File: src/rtl/dmem_vga_arbiter_if.sv
// Bus bundle between the CPU load/store port, the VGA pixel-fetch port and a
// single-port synchronous-read data memory.
interface dmem_vga_arbiter_if #(
  parameter int ADDR_W = 32,
  parameter int DATA_W = 32
);
  logic              cpu_req;
  logic              cpu_we;
  logic [ADDR_W-1:0] cpu_addr;
  logic [DATA_W-1:0] cpu_wdata;
  logic [DATA_W-1:0] cpu_rdata;
  logic              cpu_ready;

  logic              vga_req;
  logic [ADDR_W-1:0] vga_addr;
  logic              vga_gnt;
  logic [DATA_W-1:0] vga_rdata;
  logic              vga_valid;

  logic              mem_we;
  logic [ADDR_W-1:0] mem_addr;
  logic [DATA_W-1:0] mem_wdata;
  logic [DATA_W-1:0] mem_rdata;

  // Arbiter side
  modport slave (
    input  cpu_req, cpu_we, cpu_addr, cpu_wdata,
    output cpu_rdata, cpu_ready,
    input  vga_req, vga_addr,
    output vga_gnt, vga_rdata, vga_valid,
    output mem_we, mem_addr, mem_wdata,
    input  mem_rdata
  );

  // Requester / memory side
  modport master (
    output cpu_req, cpu_we, cpu_addr, cpu_wdata,
    input  cpu_rdata, cpu_ready,
    output vga_req, vga_addr,
    input  vga_gnt, vga_rdata, vga_valid,
    input  mem_we, mem_addr, mem_wdata,
    output mem_rdata
  );
endinterface

File: src/rtl/dmem_vga_arbiter.sv
// Shares one single-port dmem between the CPU and the VGA fetcher. VGA has
// fixed priority; a wait counter lets a starved CPU win one grant.
module dmem_vga_arbiter #(
  parameter int ADDR_W   = 32,
  parameter int DATA_W   = 32,
  parameter int MAX_WAIT = 4
) (
  input  logic                clk,
  input  logic                reset,
  dmem_vga_arbiter_if.slave   bus
);

  localparam logic [3:0]        WAIT_LIMIT = 4'(MAX_WAIT);
  localparam logic [ADDR_W-1:0] ADDR_ZERO  = '0;
  localparam logic [DATA_W-1:0] DATA_ZERO  = '0;

  logic              cpu_pending;
  logic              vga_pending;
  logic [3:0]        wait_cnt;
  logic [DATA_W-1:0] cpu_hold;
  logic [DATA_W-1:0] vga_hold;

  logic cpu_elig;
  logic cpu_grant;
  logic vga_grant;

  // A held CPU request is ineligible while its response is in flight.
  always_comb begin
    cpu_elig  = bus.cpu_req & ~cpu_pending;
    cpu_grant = 1'b0;
    vga_grant = 1'b0;
    if (reset) begin
      if (cpu_elig && (!bus.vga_req || wait_cnt == WAIT_LIMIT)) begin
        cpu_grant = 1'b1;
      end else if (bus.vga_req) begin
        vga_grant = 1'b1;
      end
    end
  end

  always_comb begin
    bus.mem_we    = 1'b0;
    bus.mem_addr  = ADDR_ZERO;
    bus.mem_wdata = DATA_ZERO;
    if (cpu_grant) begin
      bus.mem_we    = bus.cpu_we;
      bus.mem_addr  = bus.cpu_addr;
      bus.mem_wdata = bus.cpu_wdata;
    end else if (vga_grant) begin
      bus.mem_addr  = bus.vga_addr;
    end
  end

  assign bus.vga_gnt   = vga_grant;
  assign bus.cpu_ready = cpu_pending;
  assign bus.vga_valid = vga_pending;

  // Read data passes straight through in the response cycle, then is held.
  assign bus.cpu_rdata = cpu_pending ? bus.mem_rdata : cpu_hold;
  assign bus.vga_rdata = vga_pending ? bus.mem_rdata : vga_hold;

  always_ff @(posedge clk) begin
    if (!reset) begin
      cpu_pending <= 1'b0;
      vga_pending <= 1'b0;
      wait_cnt    <= 4'd0;
      cpu_hold    <= DATA_ZERO;
      vga_hold    <= DATA_ZERO;
    end else begin
      cpu_pending <= cpu_grant;
      vga_pending <= vga_grant;

      if (cpu_pending) begin
        cpu_hold <= bus.mem_rdata;
      end
      if (vga_pending) begin
        vga_hold <= bus.mem_rdata;
      end

      if (cpu_grant || !bus.cpu_req) begin
        wait_cnt <= 4'd0;
      end else if (cpu_elig && wait_cnt != WAIT_LIMIT) begin
        wait_cnt <= wait_cnt + 4'd1;
      end
    end
  end

endmodule

File: src/flat_wrapper.sv
// flat-port wrapper written by rule: the top's interface ports become plain ports
module dmem_vga_arbiter_flat 
#(
  parameter int ADDR_W   = 32,
  parameter int DATA_W   = 32,
  parameter int MAX_WAIT = 4
)
  (clk, reset, bus_cpu_req, bus_cpu_we, bus_cpu_addr, bus_cpu_wdata, bus_cpu_rdata, bus_cpu_ready, bus_vga_req, bus_vga_addr, bus_vga_gnt, bus_vga_rdata, bus_vga_valid, bus_mem_we, bus_mem_addr, bus_mem_wdata, bus_mem_rdata);
  dmem_vga_arbiter_if #(.ADDR_W(ADDR_W), .DATA_W(DATA_W)) bus_i ();
  input  logic clk;
  input  logic reset;
  input wire logic [$bits(bus_i.cpu_req)-1:0] bus_cpu_req;
  input wire logic [$bits(bus_i.cpu_we)-1:0] bus_cpu_we;
  input wire logic [$bits(bus_i.cpu_addr)-1:0] bus_cpu_addr;
  input wire logic [$bits(bus_i.cpu_wdata)-1:0] bus_cpu_wdata;
  output wire logic [$bits(bus_i.cpu_rdata)-1:0] bus_cpu_rdata;
  output wire logic [$bits(bus_i.cpu_ready)-1:0] bus_cpu_ready;
  input wire logic [$bits(bus_i.vga_req)-1:0] bus_vga_req;
  input wire logic [$bits(bus_i.vga_addr)-1:0] bus_vga_addr;
  output wire logic [$bits(bus_i.vga_gnt)-1:0] bus_vga_gnt;
  output wire logic [$bits(bus_i.vga_rdata)-1:0] bus_vga_rdata;
  output wire logic [$bits(bus_i.vga_valid)-1:0] bus_vga_valid;
  output wire logic [$bits(bus_i.mem_we)-1:0] bus_mem_we;
  output wire logic [$bits(bus_i.mem_addr)-1:0] bus_mem_addr;
  output wire logic [$bits(bus_i.mem_wdata)-1:0] bus_mem_wdata;
  input wire logic [$bits(bus_i.mem_rdata)-1:0] bus_mem_rdata;
  assign bus_i.cpu_req = bus_cpu_req;
  assign bus_i.cpu_we = bus_cpu_we;
  assign bus_i.cpu_addr = bus_cpu_addr;
  assign bus_i.cpu_wdata = bus_cpu_wdata;
  assign bus_cpu_rdata = bus_i.cpu_rdata;
  assign bus_cpu_ready = bus_i.cpu_ready;
  assign bus_i.vga_req = bus_vga_req;
  assign bus_i.vga_addr = bus_vga_addr;
  assign bus_vga_gnt = bus_i.vga_gnt;
  assign bus_vga_rdata = bus_i.vga_rdata;
  assign bus_vga_valid = bus_i.vga_valid;
  assign bus_mem_we = bus_i.mem_we;
  assign bus_mem_addr = bus_i.mem_addr;
  assign bus_mem_wdata = bus_i.mem_wdata;
  assign bus_i.mem_rdata = bus_mem_rdata;
  dmem_vga_arbiter #(.ADDR_W(ADDR_W), .DATA_W(DATA_W), .MAX_WAIT(MAX_WAIT)) u_core (.clk(clk), .reset(reset), .bus(bus_i));
endmodule
File: config.mk
export PLATFORM = sky130hd
export DESIGN_NAME = dmem_vga_arbiter_flat
export DESIGN_NICKNAME = d
export VERILOG_FILES = /design/src/rtl/dmem_vga_arbiter_if.sv /design/src/rtl/dmem_vga_arbiter.sv /design/src/flat_wrapper.sv
export SDC_FILE = /design/constraint.sdc
export NUM_CORES = 1
export LEC_CHECK = 0
export BUFFER_PORTS_ARGS = -buffer_cell sky130_fd_sc_hd__buf_4
export CAP_MARGIN = 20
export CORE_UTILIZATION = 39
export CTS_BUF_LIST = sky130_fd_sc_hd__clkbuf_2 sky130_fd_sc_hd__clkbuf_4 sky130_fd_sc_hd__clkbuf_8
export DETAILED_ROUTE_END_ITERATION = 8
export GPL_TIMING_DRIVEN = 1
export PLACE_DENSITY = 0.78
export SLEW_MARGIN = 20
export SYNTH_ARGS = -nofsm -noshare
export SYNTH_HDL_FRONTEND = slang
export SYNTH_SLANG_ARGS = --single-unit
File: constraint.sdc
create_clock -name clk -period 1.85 [get_ports clk]
set_input_delay 0.37 -clock clk [delete_from_list [all_inputs] [get_ports clk]]
set_output_delay 0.37 -clock clk [all_outputs]
set_load 0.05 [all_outputs]
Word-level counts from Yosys, hierarchy flattened
Index checks and enable logic that the tools add are counted.
W data, S select, Z words.
- add/sub/neg operators: 1
- equal/unequal tests: 2
- multiplexer cells: 11
- bitwise operators: 3
- reduce and logical (&&, ||, !) cells: 7
- operator list (cell ; count):
    $mux W32 ; 5
    $mux W1 ; 6
    $add A4 B1 Y4 const B ; 1
    $eq A4 B3 Y1 const B ; 1
    $ne A4 B3 Y1 const B ; 1
    $logic_and A1 B1 Y1 ; 2
    $logic_not A1 Y1 ; 2
    $logic_or A1 B1 Y1 ; 2
    $not A1 Y1 ; 2
    $reduce_or A2 Y1 ; 1
    $and A1 B1 Y1 ; 1
- word-level logic and storage cells: 29
- register bits: 70
- input bits: 133
- output and inout port bits: 132

Depth between registers and ports, before layout
Gate-level depths: netlist of the first run.
- word-level depth: 7
- mapped depth: 7
- gate-level depth less buffers: 5

Worst setup path after synthesis of the first run
No wires, ideal clock.
- path type: register -> output
- start: register u_core.cpu_pending (netlist: u_core.bus.cpu_ready)
- end: output bus_vga_gnt
- arrival time: 1.937 ns
- buffers on the path: 3
- cell stages (with the launch flop): 7
- path slack: -0.457 ns
- path through: dfxtp_1 -> buf_6 -> nand2b_4 -> buf_6 -> a21oi_1 -> buf_2 -> nor2_1
- longest elaborated chain between the ends: 5
- RTL lines (what ; RTL line ; source):
    start: declaration ; dmem_vga_arbiter.sv:17 ; logic cpu_pending;
    start signal: assignment ; dmem_vga_arbiter.sv:70 ; cpu_pending <= cpu_grant;
    $not A1 Y1 ; dmem_vga_arbiter.sv:29 ; cpu_elig = bus.cpu_req & ~cpu_pending;
    $and A1 B1 Y1 ; dmem_vga_arbiter.sv:29 ;
    $logic_and A1 B1 Y1 ; dmem_vga_arbiter.sv:33 ; if (cpu_elig && (!bus.vga_req || wait_cnt == WAIT_LIMIT)) begin
    $mux W1 ; dmem_vga_arbiter.sv:33 ;
    $mux W1 ; dmem_vga_arbiter.sv:32 ; if (reset) begin
    end: declaration ; flat_wrapper.sv:20 ; output wire logic [$bits(bus_i.vga_gnt)-1:0] bus_vga_gnt;
Every way passes these cells.

Worst setup path in the final report of the first run
- start: register u_core.wait_cnt[0]
- end: output bus_mem_addr[4]
- longest elaborated chain between the ends: 7
- elaborated cells on any way between the ends: 9
- RTL lines (what ; RTL line ; source):
    start: declaration ; dmem_vga_arbiter.sv:19 ; logic [3:0] wait_cnt;
    start signal: assignment ; dmem_vga_arbiter.sv:83 ; wait_cnt <= wait_cnt + 4'd1;
    $eq A4 B3 Y1 * ; dmem_vga_arbiter.sv:33 ;
    $logic_or A1 B1 Y1 * ; dmem_vga_arbiter.sv:33 ;
    $logic_and A1 B1 Y1 * ; dmem_vga_arbiter.sv:33 ;
    $mux W1 ; dmem_vga_arbiter.sv:33 ;
    $mux W1 ; dmem_vga_arbiter.sv:32 ;
    $mux W32 ; dmem_vga_arbiter.sv:49 ; end else if (vga_grant) begin
    $mux W32 * ; dmem_vga_arbiter.sv:45 ; if (cpu_grant) begin
    end: declaration ; flat_wrapper.sv:24 ; output wire logic [$bits(bus_i.mem_addr)-1:0] bus_mem_addr;
Mark *: on every way between the ends. The rest lies on a longest branch, timed or not.

==> results of run 1 <==
-- area by class of cell --
type / instances / area, µm²
multi-input combinational: 314 / 2820
sequential: 70 / 1410
tap: 133 / 166
clock buffer: 9 / 124
timing repair buffer: 311 / 3420
fill: 505 / 1660
clock inverter: 7 / 125
inverter: 35 / 131
-- routing by layer --
layer,vias up,share of wire [%]
met5,-,0
met2,233,53
met4,0,3.8
met1,2279,35
met3,49,7.6
li1,2139,-
-- metrics by stage --
stage               TNS (ns)  power, mW  cell area (µm²)  setup WS, ns  cells
floorplan              -1.19       2.57             4250       -0.0546    467
global placement       -3.28       3.09             6440        -0.126    839
detailed placement     -6.36       3.12             6440        -0.171    839
CTS                   -30.69       4.93             7820        -0.433    871
global route          -38.03       5.25             8200        -0.526    879
finish                -30.15       5.09             8200        -0.434    879
-- power groups by stage --
stage	combinational, mW	clock [mW]	sequential, mW
3_5_place_dp	1.51	0	1.61
4_1_cts	1.77	1.58	1.58
2_1_floorplan	0.953	0	1.62
6_report	1.91	1.59	1.59
5_1_grt	1.98	1.68	1.59
3_3_place_gp	1.48	0	1.61
-- state kept, by name, summed over array words and instances (netlist names) --
signal and cells:
u_core.cpu_hold 32, u_core.vga_hold 32, u_core.wait_cnt 4, u_core.bus.cpu_ready 1, u_core.bus.vga_valid 1
-- worst min-delay path: cells and delay by family --
kind / cells / cell delay [ns]
muxes: 1 / 0.15
and+or+nand+nor: 1 / 0.11
buffers and inverters: 1 / 0.08
-- repair_timing --
action,CTS,global route
pin swaps,13,14
endpoints found under the setup margin,113,127
resized for setup,236,113
gates cloned,6,4
setup buffers,10,12
-- cells by family after synthesis --
logic type               count (synthesis)  share of synthesized area (%)
AND/OR/NAND/NOR                        143                           20.4
AO/OA/AOI/OAI                          105                           17.6
multiplexers                            64                           18.0
flip-flops                              70                           34.9
buffers and inverters                   83                           8.55
adder cells (fa/ha/maj)                  2                          0.624
-- cells in the mapped netlist, drive strengths merged (3+ instances only) --
cell and instances:
a211oi 35, buf 15, nand3 3, dfxtp 70, inv 35, and3 33, clkbuf 33, mux2 64
o21a 32, and2 65, o21ai 3, nand2 34, a21oi 34
-- path summary, 6_finish.rpt --
check / startpoint / to / slack [ns] / cells past startpoint
worst max-delay path: u_core.wait_cnt[0] / bus_mem_addr[4] / -0.43 / 8
worst min-delay path: bus_mem_rdata[24] / u_core.cpu_hold[24] / 0.40 / 3
worst max register to register: u_core.bus.cpu_ready / u_core.wait_cnt[3] / 0.29 / 4
worst min register to register: u_core.vga_hold[3] / u_core.vga_hold[3] / 0.60 / 2
==> flow_summary.json, run 1 <==
{
  "vias": 4700,
  "hold_viol": 0,
  "synthToLayoutAreaGrowth_pct": 104,
  "cts_sinks": 70,
  "rsz0062_at_grt": "true",
  "worst_slew_pin_slew_ns": 0.511,
  "start_util_pct": 40.7,
  "p_leak_nw": 3.82,
  "crit_path_end_kind": "output port",
  "min_path_type": "input pin to register",
  "rows": 36,
  "cap_violations": 0,
  "grt_use_met1_pct": 29.1,
  "io_buffers": 264,
  "remaining_drc_errors": 0,
  "drive_above_1_share_pct": 66.5,
  "status": "complete, but fails checks",
  "p_int_mw": 3.35,
  "ys_seq_elements": 70,
  "path_class": "register to output port",
  "critPathMaxFanout": 17,
  "synth_cell_types": 25,
  "start_kind": "register",
  "synth_top_cell_area_share_pct": 34.9,
  "via_per_inst": 5.35,
  "insertion_delay_ns": 0.35,
  "grt_pass1_wl_um": 23200,
  "synth_area_mm2": 0.00401,
  "yosys-top-cells-area": "dfxtp_1 35%, mux2_2 17%, and2_1 10%",
  "first_pass_iters": 4,
  "p_sw_mw": 1.74,
  "async_reset_ff_share_pct": 0,
  "grt_max_degree": 65,
  "grt_remaining_overflow": 0,
  "max_freq_mhz": 438,
  "pwr-share-comb_pct": 37.5,
  "final_max_slew_viol_count": 0,
  "setup_viol": 101,
  "grtUsageMet3_pct": 8.40,
  "cp_slowest_stage_delay_ns": 0.34,
  "cts_made_buffers": 9,
  "syn_inst": 467,
  "die_w_um": 103,
  "die_area_mm2": 0.0107,
  "setup_slack_ns": -0.434,
  "syn_nets": 602,
  "clk_path_buf_depth": 2,
  "clockRootBuffer": "clkbuf_8",
  "finClkSkew_ns": 0.0154,
  "cts_max_level": 3,
  "yosysSeqAreaShare_pct": 34.9,
  "period_minus_slack_ns": 2.28,
  "cp.required_ns": 1.48,
  "swShare_pct": 34.2,
  "core_area_mm2": 0.00986,
  "die_h_um": 103,
  "final_core_util_pct": 83.2,
  "first_iter_violations": 147,
  "layout_common_cells": "150 x buf_4, 85 x buf_8, 66 x dfxtp_1, 65 x and2_1, 59 x buf_6",
  "path_cells": "inv_2 > ha_4 > buf_6 > and3b_2 > buf_12 > a21oi_1 > o21a_2 > buf_8",
  "synth_area_leader_cell": "dfxtp_1",
  "final_common_cell": "buf_4",
  "wirelength_um": 18200,
  "yosysWarnings": 0,
  "synth-edff-count": 0,
  "crit_buf_inv": 4,
  "seq_power_share_pct": 31.2,
  "violations": "negative setup slack",
  "cts_hold_buf": 0,
  "hold_ws_ns": 0.399,
  "pwr-share-clk_pct": 31.2,
  "cts_tree": "yes",
  "relSlewSlack_pct": 66.0,
  "crit_arrival_ns": 1.91,
  "place_congestion": 0.748,
  "cpLargestDelayFamily": "buffers and inverters",
  "first_global_vias": 4622,
  "path_clk_slew_ns": 0.08,
  "period_share_pct": 123,
  "n_antenna_cell": 0,
  "wl_per_cell_um": 20.7,
  "top_usage_layer": "met2",
  "io_pins": 265,
  "powerDensity_mw_per_mm2": 621,
  "grt_usage_pct": 28.5,
  "antenna_found_initial": 0,
  "cp_slowest_cell": "dfxtp_2",
  "grt_use_met2_pct": 55.0,
  "final_nets": 876,
  "ant_nets": 0,
  "syn_area_per_cell_um2": 8.59,
  "dpl.hpwl_um": 9410,
  "ys.flop_type": "dfxtp_1",
  "ir_drop_uv": 391
}
No activity file was read; power rests on OpenSTA's default activity.
==> run 2, diff against run 1 <==
CELL_PAD_IN_SITES_DETAIL_PLACEMENT = 1   (was unset)
CELL_PAD_IN_SITES_GLOBAL_PLACEMENT = 1   (was unset)
CORE_ASPECT_RATIO = 1.5   (was unset)
CORE_UTILIZATION = 27   (was 39)
PLACE_DENSITY = unset   (was 0.78)
PLACE_DENSITY_LB_ADDON = 0.1   (was unset)
==> run 2 against run 1 <==
Flip-flop and latch count did not move; largest power group unchanged; the run still ends with negative setup slack left; cell area rose by 0.92%; non-clock buffer count fell by 2; highest routed layer unchanged.
==> flow_summary.json, run 2 (synthesized netlist as in run 1, its figures left out) <==
{
  "final_common_cell": "buf_4",
  "cts_max_level": 3,
  "cts_made_buffers": 9,
  "top_regs": "u_core.cpu_hold (32), u_core.vga_hold (32), u_core.wait_cnt (4)",
  "grt_pass1_wl_um": 24900,
  "first_iter_violations": 69,
  "rr_worst_depth": 6,
  "crit_path_end_kind": "output port",
  "antenna_found_initial": 0,
  "final_core_util_pct": 57.0,
  "die_h_um": 151,
  "wirelength_um": 17800,
  "ant_nets": 0,
  "setup_viol": 75,
  "relSlewSlack_pct": 79.8,
  "via_per_inst": 4.74,
  "final_nets": 874,
  "clk_path_buf_depth": 2,
  "place_ws_ns": -0.179,
  "die_w_um": 102,
  "max_freq_mhz": 439,
  "hold_depth": 3,
  "place_congestion": 0.791,
  "first_global_vias": 4690,
  "status": "complete, but fails checks",
  "violations": "negative setup slack",
  "setup_slack_ns": -0.427,
  "cts_sinks": 70,
  "hold_viol": 0,
  "start_util_pct": 27.6,
  "ir_drop_uv": 342,
  "period_minus_slack_ns": 2.28,
  "crit_arrival_ns": 1.91,
  "drive_above_1_share_pct": 66.0,
  "cts_hold_buf": 0,
  "cap_violations": 0,
  "dpl.hpwl_um": 11100,
  "first_pass_iters": 4,
  "cts_tree": "yes",
  "finClkSkew_ns": 0.0184,
  "grt_remaining_overflow": 0,
  "io_pins": 265,
  "grt_usage_pct": 21.4,
  "hold_end": "u_core.vga_hold[27]",
  "insertion_delay_ns": 0.35,
  "clockRootBuffer": "clkbuf_8",
  "period_share_pct": 123,
  "start_kind": "register",
  "final_max_slew_viol_count": 0,
  "die_area_mm2": 0.0154,
  "min-delay-start": "bus_mem_rdata[27]",
  "wl_per_cell_um": 18.9,
  "rows": 54,
  "path_class": "register to output port",
  "n_antenna_cell": 0,
  "path_cells": "inv_2 > ha_4 > buf_4 > and3b_1 > buf_12 > a21oi_1 > o21a_2 > buf_4",
  "timing.rr.start": "u_core.wait_cnt[1]",
  "powerDensity_mw_per_mm2": 578,
  "cp.required_ns": 1.48,
  "io_buffers": 264,
  "worst_slew_pin_slew_ns": 0.303,
  "cp_slowest_stage_delay_ns": 0.33,
  "cp_slowest_cell": "dfxtp_2",
  "core_area_mm2": 0.0145,
  "min_path_type": "input pin to register",
  "rsz0062_at_grt": "true",
  "r2r-end": "u_core.wait_cnt[3]",
  "remaining_drc_errors": 0,
  "critPathMostFrequentCell": "buf_4",
  "synthToLayoutAreaGrowth_pct": 106,
  "fill_cells": 1587,
  "r2r_slack_ns": 0.28,
  "vias": 4451,
  "p_leak_nw": 3.82,
  "path_clk_slew_ns": 0.09,
  "layout_common_cells": "160 x buf_4, 91 x buf_8, 66 x dfxtp_1, 65 x and2_1, 64 x mux2_4",
  "grt_max_degree": 55,
  "critPathMaxFanout": 34
}
==> run 2: cell types whose count changed in the layout (fill, tap and decap cells not counted), sizes merged <==
cell	before	now
bufinv	3	1
buf	309	308
clkinvlp	0	3
inv	39	37
==> run 2: through the flow <==
step	power (mW)	hold WS [ns]	TNS (ns)	std cells	instance area, µm²
CTS	4.67	0.356	-32.62	936	7850
finish	4.79	0.380	-26.00	940	8280
floorplan	2.57	0.488	-1.19	467	4250
global placement	3.12	0.550	-5.55	901	6540
global route	4.99	0.373	-33.36	940	8280
detailed placement	3.15	0.570	-8.13	901	6540
==> run 2: how the worst max path moves through the flow <==
stage / startpoint / end / slack, ns / depth (start not counted)
2_1_floorplan: u_core.wait_cnt[0] / bus_mem_addr[13] / -0.05 / 6
3_3_place_gp: u_core.wait_cnt[0] / bus_mem_addr[9] / -0.11 / 7
3_5_place_dp: u_core.wait_cnt[0] / bus_mem_addr[3] / -0.18 / 7
4_1_cts: u_core.wait_cnt[0] / bus_mem_addr[4] / -0.48 / 8
5_1_grt: u_core.wait_cnt[0] / bus_mem_addr[5] / -0.51 / 8
6_report: u_core.wait_cnt[1] / bus_mem_addr[17] / -0.43 / 8
==> run 2: timing repair <==
item	CTS	global route
pin swaps	9	1
resized for setup	214	135
gates cloned	8	1
endpoints found under the setup margin	124	130
setup buffers	11	11
==> run 2: critical path, delay by kind of cell (launching register included) <==
kind / cells / cell delay [ns]
flip-flops: 1 / 0.33
AO/OA/AOI/OAI: 2 / 0.31
buffers and inverters: 4 / 0.56
adder cells (fa/ha/maj): 1 / 0.13
AND/OR/NAND/NOR: 1 / 0.21
==> run 2: power breakdown <==
group	switching (mW)	leakage [nW]	internal [mW]	total, mW
Combinational	1.03	3.16	0.903	1.94
Sequential	0.0218	0.572	1.56	1.58
Clock	0.620	0.0929	0.647	1.27
==> run 2: layout make-up <==
| class | count | area (µm²) | share of cell area (%) |
|---|---|---|---|
| Multi-Input combinational cell | 314 | 2860 | 34.6 |
| Timing Repair Buffer | 309 | 3420 | 41.4 |
| Clock buffer | 10 | 131 | 1.59 |
| Tap cell | 196 | 245 | 2.96 |
| Clock inverter | 6 | 70.1 | 0.846 |
| Inverter | 35 | 131 | 1.59 |
| Sequential cell | 70 | 1410 | 17.0 |
==> run 2: metal layers <==
layer	GRT usage [%]	vias to the layer above	wire, µm
met1	21.0	2160	6410
met4	6.30	0	216
li1	-	2133	-
met2	43.0	143	10200
met3	4.75	15	934
met5	0	-	0
